<file path="src/rtl/hub75_pkg.sv">
// Shared types and width helpers for the HUB75 binary-code-modulation scheduler.
package hub75_pkg;

  localparam int DEF_BPP      = 8;
  localparam int DEF_ROWS     = 16;
  localparam int DEF_BASE_W   = 16;
  localparam int DEF_BRIGHT_W = 8;

  // Pointer fields are sized for up to 256 rows and 32 bit-planes.
  localparam int PTR_ROW_W = 8;
  localparam int PTR_BIT_W = 5;

  typedef enum logic [2:0] {
    IDLE      = 3'd0,
    WAIT_DATA = 3'd1,
    LATCH     = 3'd2,
    ON        = 3'd3,
    BLANK     = 3'd4
  } state_t;

  typedef struct packed {
    logic [PTR_ROW_W-1:0] row;
    logic [PTR_BIT_W-1:0] bit_idx;
  } plane_ptr_t;

  function automatic int idx_w(input int n);
    return (n > 1) ? $clog2(n) : 1;
  endfunction

  function automatic int cnt_w(input int base_w, input int bpp);
    return base_w + bpp;
  endfunction

endpackage

</file>
<file path="src/rtl/hub75_ontime_calc.sv">
// On-time of one bit-plane: (base << bit) scaled by (brightness+1)/2^BRIGHT_W.
module hub75_ontime_calc
  import hub75_pkg::*;
#(
  parameter int BPP      = DEF_BPP,
  parameter int BASE_W   = DEF_BASE_W,
  parameter int BRIGHT_W = DEF_BRIGHT_W,
  parameter int BIT_W    = idx_w(DEF_BPP)
) (
  input  logic [BASE_W-1:0]     base_wait,
  input  logic [BIT_W-1:0]      bit_idx,
  input  logic [BRIGHT_W-1:0]   brightness,
  output logic [BASE_W+BPP-1:0] on_time
);

  localparam int FULL_W = BASE_W + BPP + BRIGHT_W + 1;
  localparam int OUT_W  = BASE_W + BPP;

  logic [FULL_W-1:0] shifted_s;
  logic [FULL_W-1:0] scale_s;
  logic [FULL_W-1:0] product_s;

  // Full-width product so no intermediate overflow before the final truncation.
  always_comb begin
    shifted_s = FULL_W'(base_wait) << bit_idx;
    scale_s   = FULL_W'(brightness) + FULL_W'(1);
    product_s = shifted_s * scale_s;
    on_time   = OUT_W'(product_s >> BRIGHT_W);
  end

endmodule

</file>
<file path="src/rtl/hub75_bcm_scheduler.sv">
// BCM scheduler: sequences bit-planes across rows, drives OE_n/LAT/address and
// prefetches the next plane from the shift engine while the current one shows.
module hub75_bcm_scheduler
  import hub75_pkg::*;
#(
  parameter int BPP      = DEF_BPP,
  parameter int ROWS     = DEF_ROWS,
  parameter int BASE_W   = DEF_BASE_W,
  parameter int BRIGHT_W = DEF_BRIGHT_W,
  localparam int ROW_W   = idx_w(ROWS),
  localparam int BIT_W   = idx_w(BPP),
  localparam int CNT_W   = cnt_w(BASE_W, BPP)
) (
  input  logic                clk,
  input  logic                rst,
  input  logic                i_en,
  input  logic [BASE_W-1:0]   i_base_wait,
  input  logic [BASE_W-1:0]   i_blank_interval,
  input  logic [BRIGHT_W-1:0] i_brightness,
  output logic                o_load_req,
  output logic [ROW_W-1:0]    o_load_row,
  output logic [BIT_W-1:0]    o_load_bit,
  input  logic                i_load_done,
  output logic                o_lat,
  output logic                o_oe_n,
  output logic [ROW_W-1:0]    o_row_addr,
  output logic [BIT_W-1:0]    o_bit,
  output logic                o_frame_start
);

  localparam plane_ptr_t PTR_ZERO = '{row: {PTR_ROW_W{1'b0}}, bit_idx: {PTR_BIT_W{1'b0}}};

  state_t           state_r;
  plane_ptr_t       nxt_r;
  logic             loaded_r;
  logic             pend_r;
  logic [CNT_W-1:0] cnt_r;
  logic [CNT_W-1:0] on_r;
  logic [BASE_W-1:0] blank_r;

  plane_ptr_t       adv_s;
  logic [CNT_W-1:0] on_calc_s;
  logic [CNT_W-1:0] on_last_s;
  logic [CNT_W-1:0] blank_last_s;
  logic             done_ok_s;
  logic             have_plane_s;
  logic             go_latch_s;

  hub75_ontime_calc #(
    .BPP      (BPP),
    .BASE_W   (BASE_W),
    .BRIGHT_W (BRIGHT_W),
    .BIT_W    (BIT_W)
  ) u_ontime (
    .base_wait  (i_base_wait),
    .bit_idx    (BIT_W'(nxt_r.bit_idx)),
    .brightness (i_brightness),
    .on_time    (on_calc_s)
  );

  // Next-plane pointer advance, done qualification and LATCH entry decision.
  always_comb begin
    adv_s = nxt_r;
    if (nxt_r.bit_idx == PTR_BIT_W'(BPP - 1)) begin
      adv_s.bit_idx = {PTR_BIT_W{1'b0}};
      if (nxt_r.row == PTR_ROW_W'(ROWS - 1)) begin
        adv_s.row = {PTR_ROW_W{1'b0}};
      end else begin
        adv_s.row = nxt_r.row + PTR_ROW_W'(1);
      end
    end else begin
      adv_s.bit_idx = nxt_r.bit_idx + PTR_BIT_W'(1);
    end

    done_ok_s    = i_load_done & pend_r;
    have_plane_s = loaded_r | done_ok_s;
    on_last_s    = on_r - CNT_W'(1);
    blank_last_s = CNT_W'(blank_r) - CNT_W'(1);

    go_latch_s = 1'b0;
    case (state_r)
      WAIT_DATA: go_latch_s = have_plane_s;
      BLANK:     go_latch_s = have_plane_s && (cnt_r == blank_last_s);
      default:   go_latch_s = 1'b0;
    endcase
  end

  // Scheduler FSM; outputs are registered so each reflects the state it enters.
  always_ff @(posedge clk) begin
    if (rst || !i_en) begin
      state_r       <= IDLE;
      nxt_r         <= PTR_ZERO;
      loaded_r      <= 1'b0;
      pend_r        <= 1'b0;
      cnt_r         <= {CNT_W{1'b0}};
      on_r          <= {CNT_W{1'b0}};
      blank_r       <= BASE_W'(1);
      o_load_req    <= 1'b0;
      o_load_row    <= {ROW_W{1'b0}};
      o_load_bit    <= {BIT_W{1'b0}};
      o_lat         <= 1'b0;
      o_oe_n        <= 1'b1;
      o_row_addr    <= {ROW_W{1'b0}};
      o_bit         <= {BIT_W{1'b0}};
      o_frame_start <= 1'b0;
    end else begin
      o_load_req    <= 1'b0;
      o_lat         <= 1'b0;
      o_frame_start <= 1'b0;
      if (done_ok_s) begin
        pend_r   <= 1'b0;
        loaded_r <= 1'b1;
      end

      case (state_r)
        IDLE: begin
          state_r    <= WAIT_DATA;
          cnt_r      <= {CNT_W{1'b0}};
          pend_r     <= 1'b1;
          o_load_req <= 1'b1;
          o_load_row <= ROW_W'(nxt_r.row);
          o_load_bit <= BIT_W'(nxt_r.bit_idx);
        end
        WAIT_DATA: begin
          o_oe_n <= 1'b1;
        end
        LATCH: begin
          cnt_r <= {CNT_W{1'b0}};
          if (on_r != {CNT_W{1'b0}}) begin
            state_r <= ON;
            o_oe_n  <= 1'b0;
          end else begin
            state_r <= BLANK;
            o_oe_n  <= 1'b1;
          end
        end
        ON: begin
          if (cnt_r == on_last_s) begin
            state_r <= BLANK;
            o_oe_n  <= 1'b1;
            cnt_r   <= {CNT_W{1'b0}};
          end else begin
            cnt_r <= cnt_r + CNT_W'(1);
          end
        end
        BLANK: begin
          if (cnt_r == blank_last_s) begin
            state_r <= WAIT_DATA;
            cnt_r   <= {CNT_W{1'b0}};
          end else begin
            cnt_r <= cnt_r + CNT_W'(1);
          end
        end
        default: begin
          state_r <= IDLE;
          o_oe_n  <= 1'b1;
        end
      endcase

      // Latch the loaded plane, shadow its timing and prefetch the following one.
      if (go_latch_s) begin
        state_r       <= LATCH;
        cnt_r         <= {CNT_W{1'b0}};
        o_lat         <= 1'b1;
        o_oe_n        <= 1'b1;
        o_row_addr    <= ROW_W'(nxt_r.row);
        o_bit         <= BIT_W'(nxt_r.bit_idx);
        o_frame_start <= (nxt_r == PTR_ZERO);
        on_r          <= on_calc_s;
        blank_r       <= (i_blank_interval == {BASE_W{1'b0}}) ? BASE_W'(1) : i_blank_interval;
        nxt_r         <= adv_s;
        loaded_r      <= 1'b0;
        pend_r        <= 1'b1;
        o_load_req    <= 1'b1;
        o_load_row    <= ROW_W'(adv_s.row);
        o_load_bit    <= BIT_W'(adv_s.bit_idx);
      end
    end
  end

endmodule

</file>
<file path="config.mk">
export PLATFORM = sky130hd
export DESIGN_NAME = hub75_bcm_scheduler
export DESIGN_NICKNAME = d
export VERILOG_FILES = /design/src/rtl/hub75_pkg.sv /design/src/rtl/hub75_ontime_calc.sv /design/src/rtl/hub75_bcm_scheduler.sv
export SDC_FILE = /design/constraint.sdc
export NUM_CORES = 1
export LEC_CHECK = 0
export ABC_AREA = 1
export ABC_CLOCK_PERIOD_IN_PS = 6670
export BUFFER_PORTS_ARGS = -buffer_cell sky130_fd_sc_hd__buf_2
export CORE_MARGIN = 1
export CORE_UTILIZATION = 55
export CTS_CLUSTER_DIAMETER = 150
export DETAILED_ROUTE_END_ITERATION = 8
export PLACE_DENSITY = 0.76
export SYNTH_ARGS = -nofsm -noshare
export SYNTH_HDL_FRONTEND = slang
export SYNTH_SLANG_ARGS = --single-unit
</file>
<file path="constraint.sdc">
create_clock -name clk -period 6.67 [get_ports clk]
set_input_delay 1.334 -clock clk [delete_from_list [all_inputs] [get_ports clk]]
set_output_delay 1.334 -clock clk [all_outputs]
set_load 0.02 [all_outputs]
</file>
=== After elaboration in Yosys (flattened, before gate mapping) ===
Cells that the tools add are included.

* Bits in registers: 100
* Bits of input ports: 44
* Output and inout port bits: 18
* Logic and storage cells: 88

* $add $sub $neg: 6
* Multipliers: 1
* Equal/unequal tests: 13
* Shift-type cells: 1
* Mux-type cells: 26
* Bitwise operators: 5
* Reduce and logical (&&, ||, !) cells: 18

{| class="wikitable"
|+ Operator list
! kind !! number
|-
| 24-bit case mux with 3 select lines || 1
|-
| 24-bit == test || 2
|-
| 24-bit 2-to-1 mux || 2
|-
| 33-bit by 33-bit multiplier with 32-bit output || 1
|-
| 16-bit by 3-bit << shifter with 33-bit output || 1
|-
| 24-bit by 1-bit adder with 24-bit output, second input constant || 1
|-
| 24-bit nonzero test || 1
|-
| 24-bit by 1-bit subtractor with 24-bit output, second input constant || 1
|-
| 16-bit by 1-bit subtractor with 17-bit output, second input constant || 1
|-
| 16-bit logical NOT || 1
|-
| 16-bit 2-to-1 mux || 1
|-
| 3-bit 2-to-1 mux || 5
|-
| 3-bit case mux with 5 select lines || 1
|-
| 13-bit logical NOT || 1
|-
| 4-bit 2-to-1 mux || 3
|-
| 8-bit by 1-bit adder with 9-bit output, second input constant || 1
|-
| 8-bit by 1-bit adder with 8-bit output, second input constant || 1
|-
| 8-bit by 4-bit == test with 1-bit output, second input constant || 1
|-
| 1-bit 2-to-1 mux || 8
|-
| 8-bit 2-to-1 mux || 1
|-
| 2-bit OR reduction || 4
|-
| 3-bit by 2-bit == test with 1-bit output, second input constant || 2
|-
| 2-bit inequality test, second input constant || 3
|-
| 3-bit inequality test, second input constant || 2
|-
| other kinds (19) || 24
|}

=== Depth between registers and ports, before layout ===
* Depth in word-level cells: 6
* Mapped depth: 29
* Gate-level depth less buffers: 28

=== By module ===
Synthesis repeated with hierarchy kept, for this count alone.

* Cell total of the unflattened synthesis: 2148
* Area, all modules: 14014.7 um^2

{| class="wikitable"
|+ By module, submodules not included
! module !! instances !! cells an instance !! area an instance (um^2)
|-
| hub75_ontime_calc || 1 || 1051 || 7317.0
|-
| hub75_bcm_scheduler || 1 || 1097 || 6697.7
|}

=== Least setup slack after synthesis ===
No wires, ideal clock.

* Path kind: input port to flip-flop
* Start point: in i_brightness[0]
* End point: reg on_r[18]
* Setup time: 0.113 ns
* Arrival: 6.008 ns
* Required time: 6.557 ns
* Slack: 0.549 ns
* Stages: 29
* Path through: ha_1 nand3_1 nand3b_1 nor2_1 inv_1 nand2_1 clkbuf_1 inv_1 nand2_1 fa_1 fa_1 inv_1 fa_1 inv_1 fa_1 inv_1 ha_1 nand2_1 inv_1 nand3_1 nor3_1 nand2_1 nand2_1 nand2_1 nand2_1 a21oi_1 or2_2 nand3_1 nand2_1

* Word-level cells in the longest chain between the ends: 2

{| class="wikitable"
|+ RTL lines
! item !! RTL line !! text
|-
| start, declared || hub75_bcm_scheduler.sv:19 || <nowiki>input logic [BRIGHT_W-1:0] i_brightness,</nowiki>
|-
| 8-bit by 1-bit adder with 9-bit output || hub75_ontime_calc.sv:26 || <nowiki>scale_s = FULL_W'(brightness) + FULL_W'(1);</nowiki>
|-
| 33-bit by 33-bit multiplier with 32-bit output || hub75_ontime_calc.sv:27 || <nowiki>product_s = shifted_s * scale_s;</nowiki>
|-
| end signal, assigned || hub75_bcm_scheduler.sv:96 || <nowiki>on_r <= {CNT_W{1'b0}};</nowiki>
|-
| end signal, assigned || hub75_bcm_scheduler.sv:169 || <nowiki>on_r <= on_calc_s;</nowiki>
|-
| end, declared || hub75_bcm_scheduler.sv:38 || <nowiki>logic [CNT_W-1:0] on_r;</nowiki>
|}

No other way between the ends.
A chain may end at the register's enable or synchronous reset.

=== Final worst setup path ===
* Start point: in i_brightness[0]
* End point: reg on_r[23]

The elaborated chain is that of the path after synthesis.

==> results.sh <==
export IMPL_syn_area_mm2=0.0136
export IMPL_fillers=2298
export IMPL_drive_gt1_frac=0.0945
export IMPL_cp_num_buf_inv=6
export IMPL_dp_hpwl_um=29600
export IMPL_setup_ws_ns=0.454
export IMPL_pre_cts_slack_ns=-0.0123
export IMPL_hp_start="o_oe_n"
export IMPL_wl_met2_um=16600
export IMPL_synth_area_leaders="fa_1 22%, dfxtp_1 15%, nand2_1 13%"
export IMPL_hold_depth=2
export IMPL_yosysSeqAreaShare=0.147
export IMPL_hp_class="register to register"
export IMPL_wl_met3_um=2770
export IMPL_clk_latency_ns=0.36
export IMPL_fin_tns_setup_ns=0
export IMPL_vias=13400
export IMPL_place_gp_congestion=0.980
export IMPL_reg2reg_to="on_r[23]"
export IMPL_cts_buffers=9
export IMPL_synth_nets=2299
export IMPL_tritoncts="done"
export IMPL_min_to="o_oe_n"
export IMPL_synth_cell_type_count=49
export IMPL_synthTopCellsByCount="485 x nand2_1, 365 x inv_1, 270 x nor2_1, 164 x nand3_1, 147 x fa_1"
export IMPL_dieArea_mm2=0.0254
export IMPL_post_route_period_util=0.932
export IMPL_max_cap_violations=0
export IMPL_grt_pass1_wl_um=62800
export IMPL_power_density_mw_per_mm2=248
export IMPL_min_period_ns=6.22
export IMPL_p_int_mw=2.05
export IMPL_pwr_share_seq=0.162
export IMPL_p_leak_nw=8.14
export IMPL_synth_edff_count=0
export IMPL_post_drt_via_cell_ratio=5.40
export IMPL_r2r_cells=24
export IMPL_wire_per_inst_um=14.8
export IMPL_slew_violations=0
export IMPL_row_count=57
export IMPL_wl_met1_um=16600
export IMPL_yosysMostFrequentCell="nand2_1"
export IMPL_post_cts_buffers=0
export IMPL_grt_pass1_vias=13300
export IMPL_yosys_area_top_type="fa_1"
export IMPL_nNetsFinal=2400
export IMPL_fp_dieW_um=159
export IMPL_crit_path_start="i_brightness[0]"
export IMPL_num_antenna_cells=0
export IMPL_highest_layer="met4"
export IMPL_dp_cells=2467
export IMPL_end_kind="register"
export IMPL_first_iter_violations=1147
export IMPL_final_seq_area_mm2=0.00200
export IMPL_cp_data_required_time_ns=6.95
export IMPL_area_delta_synth_final_pct=10.9
export IMPL_core_area_mm2=0.0243
export IMPL_syn_avg_cell_area_um2=6.63
export IMPL_async_reset_ff_frac=0
export IMPL_finalSetupViolations=0
export IMPL_vdd_drop_max_mv=0.214
export IMPL_rsz0062_at_grt="no"
export IMPL_clkPwrFrac=0.150
export IMPL_crit_slowest_cell="fa_1"
export IMPL_clk_pin_slew_ns=0.08
export IMPL_multi_input_comb_area_mm2=0.00990
export IMPL_gr_total_overflow=0
export IMPL_status="complete, no violations"
export IMPL_pin_count=62
export IMPL_clockBufferDepth=2
export IMPL_synth_top_area_share=0.216
export IMPL_ant_nets=0
export IMPL_grt_total_usage=0.302
export IMPL_yosys_register_bits=100
export IMPL_slowest_delay_ns=0.55
export IMPL_arrival_ns=6.49
export IMPL_switching_share=0.452
export IMPL_clock_root_buffer="clkbuf_16"
export IMPL_firstDrtPassIters=5
export IMPL_start_kind="input pin"
export IMPL_cts_sinks=100
export IMPL_syn_inst=2053
export IMPL_grt_antenna_before_repair=0
export IMPL_yosys_warnings=0
export IMPL_drc_errors=0
export IMPL_p_sw_mw=1.69
export IMPL_htreeDepth=3
export IMPL_reg2reg_from="nxt_r[0]"
export IMPL_tightest_slew_ns=1.20
export IMPL_skew_ns=0.0132
export IMPL_die_h_um=159
export IMPL_portBuffers=61
export IMPL_ys_flop_type="dfxtp_1"
export IMPL_max_freq_mhz=161
export IMPL_start_util=0.560
export IMPL_path_delay_family="adder cells"
export IMPL_instances_no_fill=2483
export IMPL_routed_wl_um=36700
export IMPL_timing_final_hold_violations=0
export IMPL_critPathKind="input pin to register"
export IMPL_p_total_mw=3.74
export IMPL_rrSetupSlack_ns=0.76
export IMPL_combPwrFrac=0.688
export IMPL_grt_max_degree=49
export IMPL_worstPathMaxFanout=14
export IMPL_relSlewSlack=0.199
==> registers in the layout, summed over array words and instances, names as in the netlist, 3 cells and up <==
name / flops
blank_r: 16
o_load_bit: 3
cnt_r: 24
o_row_addr: 4
nxt_r: 13
state_r: 3
o_bit: 3
on_r: 24
o_load_row: 4
==> logic make-up after synthesis <==
group                      Yosys count  share of synthesized area
and+or+nand+nor                   1022                      0.317
muxes                                3                    0.00221
adders and majority gates          202                      0.267
buffers and inverters              443                      0.126
AOI/OAI and AO/OA                  176                     0.0708
xor gates and xnor gates           107                     0.0698
DFF                                100                      0.147
==> layout make-up <==
class | count | area share
Multi-Input combinational cell | 1510 | 0.655
Sequential cell | 100 | 0.133
Inverter | 375 | 0.0932
Timing Repair Buffer | 158 | 0.0709
Tap cell | 324 | 0.0268
Clock buffer | 9 | 0.0149
Clock inverter | 7 | 0.00605
==> tightest hold or removal path, stage by stage, from the launching register on <==
cell	delay, ns
dfxtp_1	0.33
nand2_1	0.05
nand3_1	0.06
==> timing repair <==
action | 4_1_cts | 5_1_grt
endpoints found under the setup margin | 0 | 2
resized for setup | 0 | 1
hold buffers | 0 | 0
endpoints found under the hold margin | 0 | 0
==> power groups by stage <==
stage	combinational (mW)	clock (mW)	sequential (mW)
2_1_floorplan	1.52	0	0.623
3_3_place_gp	2.53	0	0.621
3_5_place_dp	2.55	0	0.621
4_1_cts	2.57	0.570	0.607
5_1_grt	2.93	0.593	0.608
6_report	2.58	0.562	0.607
==> cells in the final DEF, fill, tap and decap left out, types with 3 or more instances in the layout <==
master and n:
nor2_2 4, nand2_2 6, nand4_1 24, inv_1 365, a31oi_1 10, buf_12 3, xor2_1 84, nor3_1 27
ha_1 55, or2_2 6, mux2i_1 3, buf_4 94, nor2_1 270, xnor2_1 22, inv_2 5, dfxtp_1 100
clkbuf_16 9, nor4_1 14, nand3_1 164, nand3b_1 14, o21ai_1 19, buf_2 61, clkinv_1 5, o21ai_0 65
nand2_1 484, a21o_1 9, fa_1 147, a21oi_1 58, o21bai_1 3
==> layer usage <==
metal | global-route usage | vias up
met2 | 0.498 | 463
met4 | 0.0656 | 0
met5 | 0 | -
met3 | 0.0477 | 64
li1 | - | 6517
met1 | 0.417 | 6372
==> worst max path at each step <==
stage          slack, ns        to  cells after the start
3_3_place_gp        0.17   on_r[9]                     26
5_1_grt             0.02  on_r[18]                     29
6_report            0.45  on_r[23]                     26
4_1_cts             0.34  on_r[18]                     26
3_5_place_dp       -0.01  on_r[18]                     26
2_1_floorplan       0.55  on_r[18]                     29
==> metrics by stage <==
stage          hold WS [ns]   util  instance area [um2]
2_1_floorplan         0.443      -                13600
3_3_place_gp          0.442  0.608                14800
3_5_place_dp          0.450  0.608                14800
4_1_cts               0.465  0.621                15100
5_1_grt               0.486  0.621                15100
6_report              0.460  0.621                15100
Power figures use the tool's default switching activity.
